==> src/rtl/load_store_unit_pkg.sv <==
// rtl/load_store_unit_pkg.sv - shared types for the memory-stage load/store unit
package load_store_unit_pkg;

  typedef enum logic [2:0] {
    LS_NONE    = 3'd0,
    LS_BTYE    = 3'd1,
    LS_BTYE_U  = 3'd2,
    LS_HALFW   = 3'd3,
    LS_HALFW_U = 3'd4,
    LS_WORD    = 3'd5
  } ls_flag_t;

  typedef enum logic [1:0] {
    MSIZE1 = 2'd0,
    MSIZE2 = 2'd1,
    MSIZE4 = 2'd2
  } msize_t;

  typedef enum logic [1:0] {
    IDLE = 2'd0,
    REQ  = 2'd1,
    WAIT = 2'd2,
    DONE = 2'd3
  } lsu_state_t;

  // Byte accesses can never be misaligned; LS_NONE never touches the bus.
  function automatic logic is_misaligned(ls_flag_t flag, logic [1:0] offset);
    case (flag)
      LS_HALFW, LS_HALFW_U: return offset[0];
      LS_WORD:              return offset != 2'b00;
      default:              return 1'b0;
    endcase
  endfunction

endpackage

==> src/rtl/ls_align.sv <==
// rtl/ls_align.sv - store lane replication/strobes and load shift+extend
module ls_align
  import load_store_unit_pkg::*;
(
  input  ls_flag_t    ls_flag,
  input  logic        mem_write,
  input  logic [1:0]  offset,
  input  logic [31:0] wdata,
  input  logic [31:0] rdata,
  output msize_t      size,
  output logic [3:0]  strobe,
  output logic [31:0] lane_data,
  output logic [31:0] load_value
);

  logic [31:0] shifted;
  logic [3:0]  lane_mask;

  assign shifted = rdata >> {offset, 3'b000};

  always_comb begin
    size       = MSIZE4;
    lane_mask  = 4'hF;
    lane_data  = wdata;
    load_value = shifted;
    case (ls_flag)
      LS_BTYE, LS_BTYE_U: begin
        size       = MSIZE1;
        lane_mask  = 4'b0001 << offset;
        lane_data  = {4{wdata[7:0]}};
        load_value = (ls_flag == LS_BTYE) ? {{24{shifted[7]}}, shifted[7:0]}
                                          : {24'd0, shifted[7:0]};
      end
      LS_HALFW, LS_HALFW_U: begin
        size       = MSIZE2;
        lane_mask  = 4'b0011 << offset;
        lane_data  = {2{wdata[15:0]}};
        load_value = (ls_flag == LS_HALFW) ? {{16{shifted[15]}}, shifted[15:0]}
                                           : {16'd0, shifted[15:0]};
      end
      default: ;
    endcase
    strobe = mem_write ? lane_mask : 4'b0000;
  end

endmodule

==> src/rtl/load_store_unit.sv <==
// rtl/load_store_unit.sv - memory stage: one bus transaction per load/store, result to writeback
module load_store_unit
  import load_store_unit_pkg::*;
(
  input  logic        clk,
  input  logic        reset,
  input  logic        in_valid,
  output logic        in_ready,
  input  logic [2:0]  in_ls_flag,
  input  logic        in_mem_write,
  input  logic [31:0] in_addr,
  input  logic [31:0] in_wdata,
  output logic        dreq_valid,
  output logic [31:0] dreq_addr,
  output logic [1:0]  dreq_size,
  output logic [3:0]  dreq_strobe,
  output logic [31:0] dreq_data,
  input  logic        dresp_addr_ok,
  input  logic        dresp_data_ok,
  input  logic [31:0] dresp_data,
  output logic        out_valid,
  input  logic        out_ready,
  output logic [31:0] out_result,
  output logic        out_misaligned
);

  lsu_state_t  state, state_nxt;
  ls_flag_t    flag_q;
  logic        write_q;
  logic [31:0] addr_q;
  logic [31:0] wdata_q;
  logic [31:0] result_q;
  logic        mis_q;

  ls_flag_t    in_flag;
  logic        in_mis;
  logic        accept;
  logic        capture;
  msize_t      size;
  logic [31:0] load_value;

  assign in_flag = ls_flag_t'(in_ls_flag);
  assign in_mis  = is_misaligned(in_flag, in_addr[1:0]);

  ls_align u_align (
    .ls_flag    (flag_q),
    .mem_write  (write_q),
    .offset     (addr_q[1:0]),
    .wdata      (wdata_q),
    .rdata      (dresp_data),
    .size       (size),
    .strobe     (dreq_strobe),
    .lane_data  (dreq_data),
    .load_value (load_value)
  );

  assign dreq_addr      = addr_q;
  assign dreq_size      = size;
  assign out_result     = result_q;
  assign out_misaligned = mis_q;

  always_comb begin
    state_nxt  = state;
    in_ready   = 1'b0;
    dreq_valid = 1'b0;
    out_valid  = 1'b0;
    accept     = 1'b0;
    capture    = 1'b0;
    case (state)
      IDLE: begin
        in_ready = 1'b1;
        if (in_valid) begin
          accept    = 1'b1;
          state_nxt = (in_flag == LS_NONE || in_mis) ? DONE : REQ;
        end
      end
      REQ: begin
        dreq_valid = 1'b1;
        if (dresp_addr_ok) begin
          capture   = dresp_data_ok;
          state_nxt = dresp_data_ok ? DONE : WAIT;
        end
      end
      WAIT: begin
        if (dresp_data_ok) begin
          capture   = 1'b1;
          state_nxt = DONE;
        end
      end
      DONE: begin
        out_valid = 1'b1;
        if (out_ready) state_nxt = IDLE;
      end
      default: state_nxt = IDLE;
    endcase
  end

  always_ff @(posedge clk) begin
    if (reset) begin
      state    <= IDLE;
      flag_q   <= LS_NONE;
      write_q  <= 1'b0;
      addr_q   <= 32'd0;
      wdata_q  <= 32'd0;
      result_q <= 32'd0;
      mis_q    <= 1'b0;
    end else begin
      state <= state_nxt;
      if (accept) begin
        flag_q   <= in_flag;
        write_q  <= in_mem_write;
        addr_q   <= in_addr;
        wdata_q  <= in_wdata;
        result_q <= (in_flag == LS_NONE) ? in_addr : 32'd0;
        mis_q    <= (in_flag != LS_NONE) && in_mis;
      end
      // Stores complete with a zero result once the bus reports done.
      if (capture) result_q <= write_q ? 32'd0 : load_value;
    end
  end

endmodule

==> config.mk <==
export PLATFORM = sky130hd
export DESIGN_NAME = load_store_unit
export DESIGN_NICKNAME = d
export VERILOG_FILES = /design/src/rtl/load_store_unit_pkg.sv /design/src/rtl/ls_align.sv /design/src/rtl/load_store_unit.sv
export SDC_FILE = /design/constraint.sdc
export NUM_CORES = 1
export LEC_CHECK = 0
export CAP_MARGIN = 20
export CORE_UTILIZATION = 46
export CTS_BUF_LIST = sky130_fd_sc_hd__clkbuf_4 sky130_fd_sc_hd__clkbuf_8
export CTS_CLUSTER_DIAMETER = 50
export DETAILED_ROUTE_END_ITERATION = 8
export PLACE_DENSITY = 0.82
export SYNTH_ARGS = -nofsm -noshare
export SYNTH_HDL_FRONTEND = slang
export SYNTH_HIERARCHICAL = 1
export SYNTH_SLANG_ARGS = --single-unit
==> constraint.sdc <==
create_clock -name clk -period 2.6 [get_ports clk]
set_input_delay 0.52 -clock clk [delete_from_list [all_inputs] [get_ports clk]]
set_output_delay 0.52 -clock clk [all_outputs]
set_load 0.005 [all_outputs]
==> flow_summary.ini, run 1 <==
[sta]
whs_ns = 0.457
min_period_ns = 2.55
setup_viol = 0
min_period_over_period_pct = 98.2
slew_headroom_pct = 35.7
worst_slew_pin_slew_ns = 0.965
max_clock_freq_ghz = 0.392
fin_skew_ns = 0.0107
final_max_slew_viol_count = 0
hold_violations = 0

[synth]
yosysMostFrequentCell = nand2_1
yosysUniqueCellTypes = 51
synthTopCellsByCount = 182 x nand2_1, 113 x a21oi_1, 103 x dfxtp_1, 31 x nor3_2, 30 x a221oi_2
yosysSeqAreaShare_pct = 35.8
post-synth-top-area-cell = dfxtp_1
ys_ff_latch = 103
synth_area_leaders = dfxtp_1 36%, nand2_1 12%, a21oi_1 9.8%
synthFlopType = dfxtp_1
synth_edf_count = 0
syn_nets = 810
netlist_area_mm2 = 0.00576
async_flop_share_pct = 0
yosysWarnings = 6
syn_area_per_cell_um2 = 8.24
synth_cells = 699
yosysTopAreaCellShare_pct = 35.8

[worst_setup_path]
critPathRequiredTime_ns = 2.08
path_max_fanout = 11
path_class = reg -> out
rr_startpoint = state[1]
cp-start-kind = flip-flop
end_kind = output port
cp-startpoint = flag_q[0]
arrival_ns = 2.03
r2r_setup_slack_ns = 0.44
rr_worst_depth = 6

[detailed_routing]
drc = 0
totalWireLength_um = 18200
vias = 5783
ant_nets = 0
drt-initial-drc-count = 451
drt-vias-per-instance = 5.51
wire_per_inst_um = 17.4
drt-pass1-iter-count = 5

[layout]
fin_area_mm2 = 0.00822
layout-drive-gt1-share_pct = 15.3
area_growth_pct = 42.8
num_antenna_cells = 0
finalNetCount = 987

[floorplanning]
pin_count = 212
dieHeight_um = 114
rows = 40
die_w_um = 114
core_mm2 = 0.0121
die_area_mm2 = 0.0130
initial_utilization_pct = 47.6

[pwr]
ir_worst_vdd_uv = 546
power.leakage_nw = 3.14
power_w = 0.00602
power_density_mw_per_mm2 = 732

[placement]
numPortBuffers = 211
place.detailed.hpwl_um = 13300
dpl_cell_area_mm2 = 0.00790
routabilityCongestion = 0.936

[worst_hold_path]
min_path_cells = 2
hold_path.class = reg -> reg
hold_start = dreq_addr[18]

[grt]
grt_pass1_vias = 5759
grt_pass1_wl_um = 28600
grt_usage_pct = 27.8
antenna_found_initial = 0
overflow = 0
grt_start_max_net_pins = 50

[clock_tree]
clock_latency_ns = 0.36
cts.sinks = 103
cts_tree = yes
cts_root_buffer = clkbuf_8
cts_made_buffers = 9
cts_max_path_buffers = 2
cts_hold_buf = 0
clkTransAtPathRegs_ns = 0.09
cts_max_level = 3

[run_status]
outcome = finished clean

[job]
cap_violations = 0
==> stage by stage <==
| step | util, % | worst slack, ns | std cells | TNS (ns) |
|---|---|---|---|---|
| floorplan | - | 0.729 | 699 | 0 |
| global placement | 65.2 | 0.134 | 1028 | 0 |
| detailed placement | 65.2 | 0.117 | 1028 | 0 |
| CTS | 67.4 | -0.0307 | 1048 | -0.0307 |
| global route | 67.9 | -0.0212 | 1049 | -0.0445 |
| finish | 67.9 | 0.0462 | 1049 | 0 |
==> per-layer routing <==
metal | vias up | wire [um] | GRT usage, %
li1 | 2806 | - | -
met3 | 27 | 1280 | 6.85
met5 | - | 0 | 0
met4 | 0 | 404 | 10.0
met2 | 205 | 8810 | 46.5
met1 | 2745 | 7720 | 34.8
==> path summary, 6_finish.rpt <==
kind / end
worst max-delay path: dreq_data[31]
worst min-delay path: dreq_addr[18]
worst max register to register: out_result[0]
worst min register to register: dreq_addr[18]
==> cell type report <==
| class | count | area (um^2) |
|---|---|---|
| multi-input combinational | 517 | 3310 |
| timing repair buffer | 238 | 2420 |
| tap | 168 | 210 |
| sequential | 103 | 2070 |
| inverter | 7 | 26.3 |
| clock buffer | 10 | 131 |
| clock inverter | 6 | 61.3 |
| fill | 996 | 3890 |
==> cell usage in the layout, fill, tap and decap left out, drive strengths merged, types with 2 or more instances in the layout <==
cell / Yosys / layout
a211oi: 7 / 7
a21boi: 2 / 2
a21o: 11 / 11
a21oi: 113 / 113
a221oi: 32 / 32
a22oi: 3 / 3
buf: 40 / 27
clkbuf: 32 / 10
clkdlybuf4s15: 0 / 3
clkdlybuf4s50: 0 / 195
clkinv: 0 / 4
dfxtp: 103 / 103
dlygate4sd2: 0 / 6
dlymetal6s2s: 0 / 6
ha: 5 / 5
inv: 7 / 7
mux2: 14 / 14
mux2i: 23 / 23
nand2: 182 / 182
nand2b: 6 / 6
nand3: 2 / 2
nor2: 6 / 6
nor2b: 10 / 10
nor3: 33 / 33
nor3b: 2 / 2
o211ai: 5 / 5
o21a: 2 / 2
o21ai: 28 / 28
o2bb2ai: 7 / 7
or3: 7 / 7
xnor2: 2 / 2
==> kinds of logic after synthesis <==
logic type               synth area share [%]
AO/OA/AOI/OAI                            26.2
adder cells (fa/ha/maj)                  1.09
buffers and inverters                    7.51
AND/OR/NAND/NOR                          22.1
flip-flops                               35.8
multiplexers                             6.80
XOR/XNOR                                0.456
==> power by group <==
part / internal, W / switching (W) / total, W
combinational: 0.00144 / 0.00151 / 0.00295
clock: 0.000454 / 0.000561 / 0.00101
sequential: 0.00184 / 0.000215 / 0.00206
==> flip-flops by register name (all words and copies together), names as in the netlist <==
register        flops
dreq_addr          32
out_result         32
wdata_q            32
flag_q              3
state               2
out_misaligned      1
write_q             1
==> worst max-delay path: stages (launching register included) <==
cell             delay, ns
dfxtp_4               0.38
buf_12                0.15
xnor2_2               0.13
nor2_2                0.18
buf_6                 0.15
a22oi_1               0.08
nand2_1               0.10
clkdlybuf4s50_1       0.51
==> timing repair <==
action                                  in CTS  in global routing
pin swaps                                    2                  3
hold endpoints to repair                     0                  0
buffers inserted                             2                  1
endpoints found under the setup margin      20                 15
resized for setup                           20                 20
gates cloned                                 2                  0
No activity file was read; power rests on OpenSTA's default activity.
==> inputs of run 2 (changes only) <==
Settings changed: CORE_UTILIZATION 46 to 47, PLACE_DENSITY 0.82 to 0.83, SYNTH_HIERARCHICAL 1 to default.
==> run 2 against run 1 <==
  * The run now ends with negative setup slack left
  * Hold slack better by 0.0027 ns
  * Setup slack lost 0.049 ns
  * Routed wire length grew 8.8%
  * Combinational power up 31%
  * Sequential share of layout area decreased by 0.76 points
==> flow_summary.ini, run 2 <==
[run_status]
outcome = complete, but fails checks
violations = negative setup slack

[clock_tree]
cts_max_path_buffers = 2
cts_hold_buf = 0
clkTransAtPathRegs_ns = 0.10
cts.sinks = 103
clock_latency_ns = 0.37
cts_made_buffers = 9
cts_max_level = 3
cts_tree = yes
cts_root_buffer = clkbuf_8

[sta]
fin_ws_ns = -0.00247
fin_skew_ns = 0.00920
slew_headroom_pct = 55.1
setup_viol = 3
min_period_over_period_pct = 100
worst_slew_pin_slew_ns = 0.672
max_clock_freq_ghz = 0.384
min_period_ns = 2.60
hold_violations = 0
rsz0062_at_grt = true
final_max_slew_viol_count = 0

[synth]
post-synth-top-area-cell = dfxtp_1
async_flop_share_pct = 0
yosysUniqueCellTypes = 58
synth_area_leaders = dfxtp_1 35%, nand2_1 12%, a21oi_1 7.4%
yosysMostFrequentCell = nand2_1
ys_ff_latch = 103
syn_area_per_cell_um2 = 7.93
synth_cells = 747
yosysTopAreaCellShare_pct = 34.8
syn_nets = 858
yosysWarnings = 0
synthFlopType = dfxtp_1
synth_edf_count = 0
netlist_area_mm2 = 0.00593
yosysSeqAreaShare_pct = 34.8
synthTopCellsByCount = 187 x nand2_1, 103 x dfxtp_1, 88 x a21oi_1, 34 x clkbuf_1, 25 x mux2i_1

[floorplanning]
initial_utilization_pct = 48.7
die_area_mm2 = 0.0131
core_mm2 = 0.0122
pin_count = 212
dieHeight_um = 114
die_w_um = 114
rows = 40

[detailed_routing]
drc = 0
vias = 6275
drt-pass1-iter-count = 5
wire_per_inst_um = 17.9
drt-vias-per-instance = 5.67
totalWireLength_um = 19800
drt-initial-drc-count = 667
ant_nets = 0

[grt]
overflow = 0
grt_start_max_net_pins = 46
grt_pass1_vias = 5736
grt_usage_pct = 29.3
antenna_found_initial = 0
grt_pass1_wl_um = 29900

[worst_setup_path]
end_kind = output port
path_class = reg -> out
critPathRequiredTime_ns = 2.08
arrival_ns = 2.08
path_max_fanout = 9
cp-start-kind = flip-flop

[pwr]
ir_worst_vdd_uv = 361
power_density_mw_per_mm2 = 834
power.leakage_nw = 3.24
power_w = 0.00709

[layout]
layout-drive-gt1-share_pct = 14.1
fin_util_pct = 69.9
regArea_mm2 = 0.00207
finalNetCount = 1045
fill_cells = 988
fin_cells = 1107
final_common_cell = clkdlybuf4s50_1
num_antenna_cells = 0
multi_input_area_mm2 = 0.00348
area_growth_pct = 43.4
final_cell_mix = 202 x clkdlybuf4s50_1, 186 x nand2_1, 98 x dfxtp_1

[placement]
numPortBuffers = 211
routabilityCongestion = 0.900
dp_cells = 1081
place.detailed.hpwl_um = 14200
pre_cts_ws_ns = 0.108

[worst_hold_path]
hold_path.class = reg -> reg

[job]
cap_violations = 0
## run 2: cell type report
| class | count | area share [%] |
|---|---|---|
| timing repair buffer | 256 | 29.8 |
| tap | 168 | 2.47 |
| inverter | 4 | 0.236 |
| clock buffer | 10 | 1.62 |
| clock inverter | 6 | 0.515 |
| sequential | 103 | 24.4 |
| multi-input combinational | 560 | 41.0 |
## run 2: layer usage
layer	global-route usage, %	wire length (um)
met1	36.9	8340
met5	0	0
met3	6.03	1650
met4	8.05	289
met2	50.5	9540
## run 2: repair_timing
action / CTS / global route
setup endpoints to repair: 29 / 27
gates cloned: 0 / 2
gates resized for setup: 13 / 24
buffers inserted: 1 / 7
pin swaps: 1 / 2
## run 2: metrics by stage
stage / TNS (ns) / instance area (um^2) / hold WS (ns)
final: -0.00405 / 8500 / 0.459
after floorplan: 0 / 5930 / 0.437
after global placement: 0 / 8140 / 0.441
after global routing: -0.470 / 8500 / 0.479
after CTS: -0.155 / 8370 / 0.460
after detailed placement: 0 / 8140 / 0.446
## run 2: report_power, final
group / leakage, nW / total, W / switching (W) / internal (W)
clock: 0.0930 / 0.000970 / 0.000590 / 0.000381
combinational: 2.30 / 0.00387 / 0.00189 / 0.00199
sequential: 0.847 / 0.00224 / 0.000294 / 0.00195
## run 2: cells by family after synthesis
| family | synth area share [%] |
|---|---|
| DFF | 34.8 |
| and+or+nand+nor | 21.3 |
| buffers and inverters | 7.20 |
| muxes | 8.97 |
| adders and majority gates | 1.06 |
| AOI/OAI and AO/OA | 26.6 |
## run 2: worst paths after layout
path	cells past startpoint	slack [ns]	to	startpoint
min	2	0.46	dreq_addr[5]	dreq_addr[5]
min reg2reg	2	0.46	dreq_addr[5]	dreq_addr[5]
max	4	-0.002	dreq_data[8]	flag_q[0]
max reg2reg	6	0.36	out_result[21]	state[1]
## run 2: critical path, stage by stage, from the launching register on
cell and delay [ns]:
dfxtp_4 0.39, nor2b_2 0.20, o21bai_2 0.31, mux2_2 0.37, clkdlybuf4s50_1 0.44
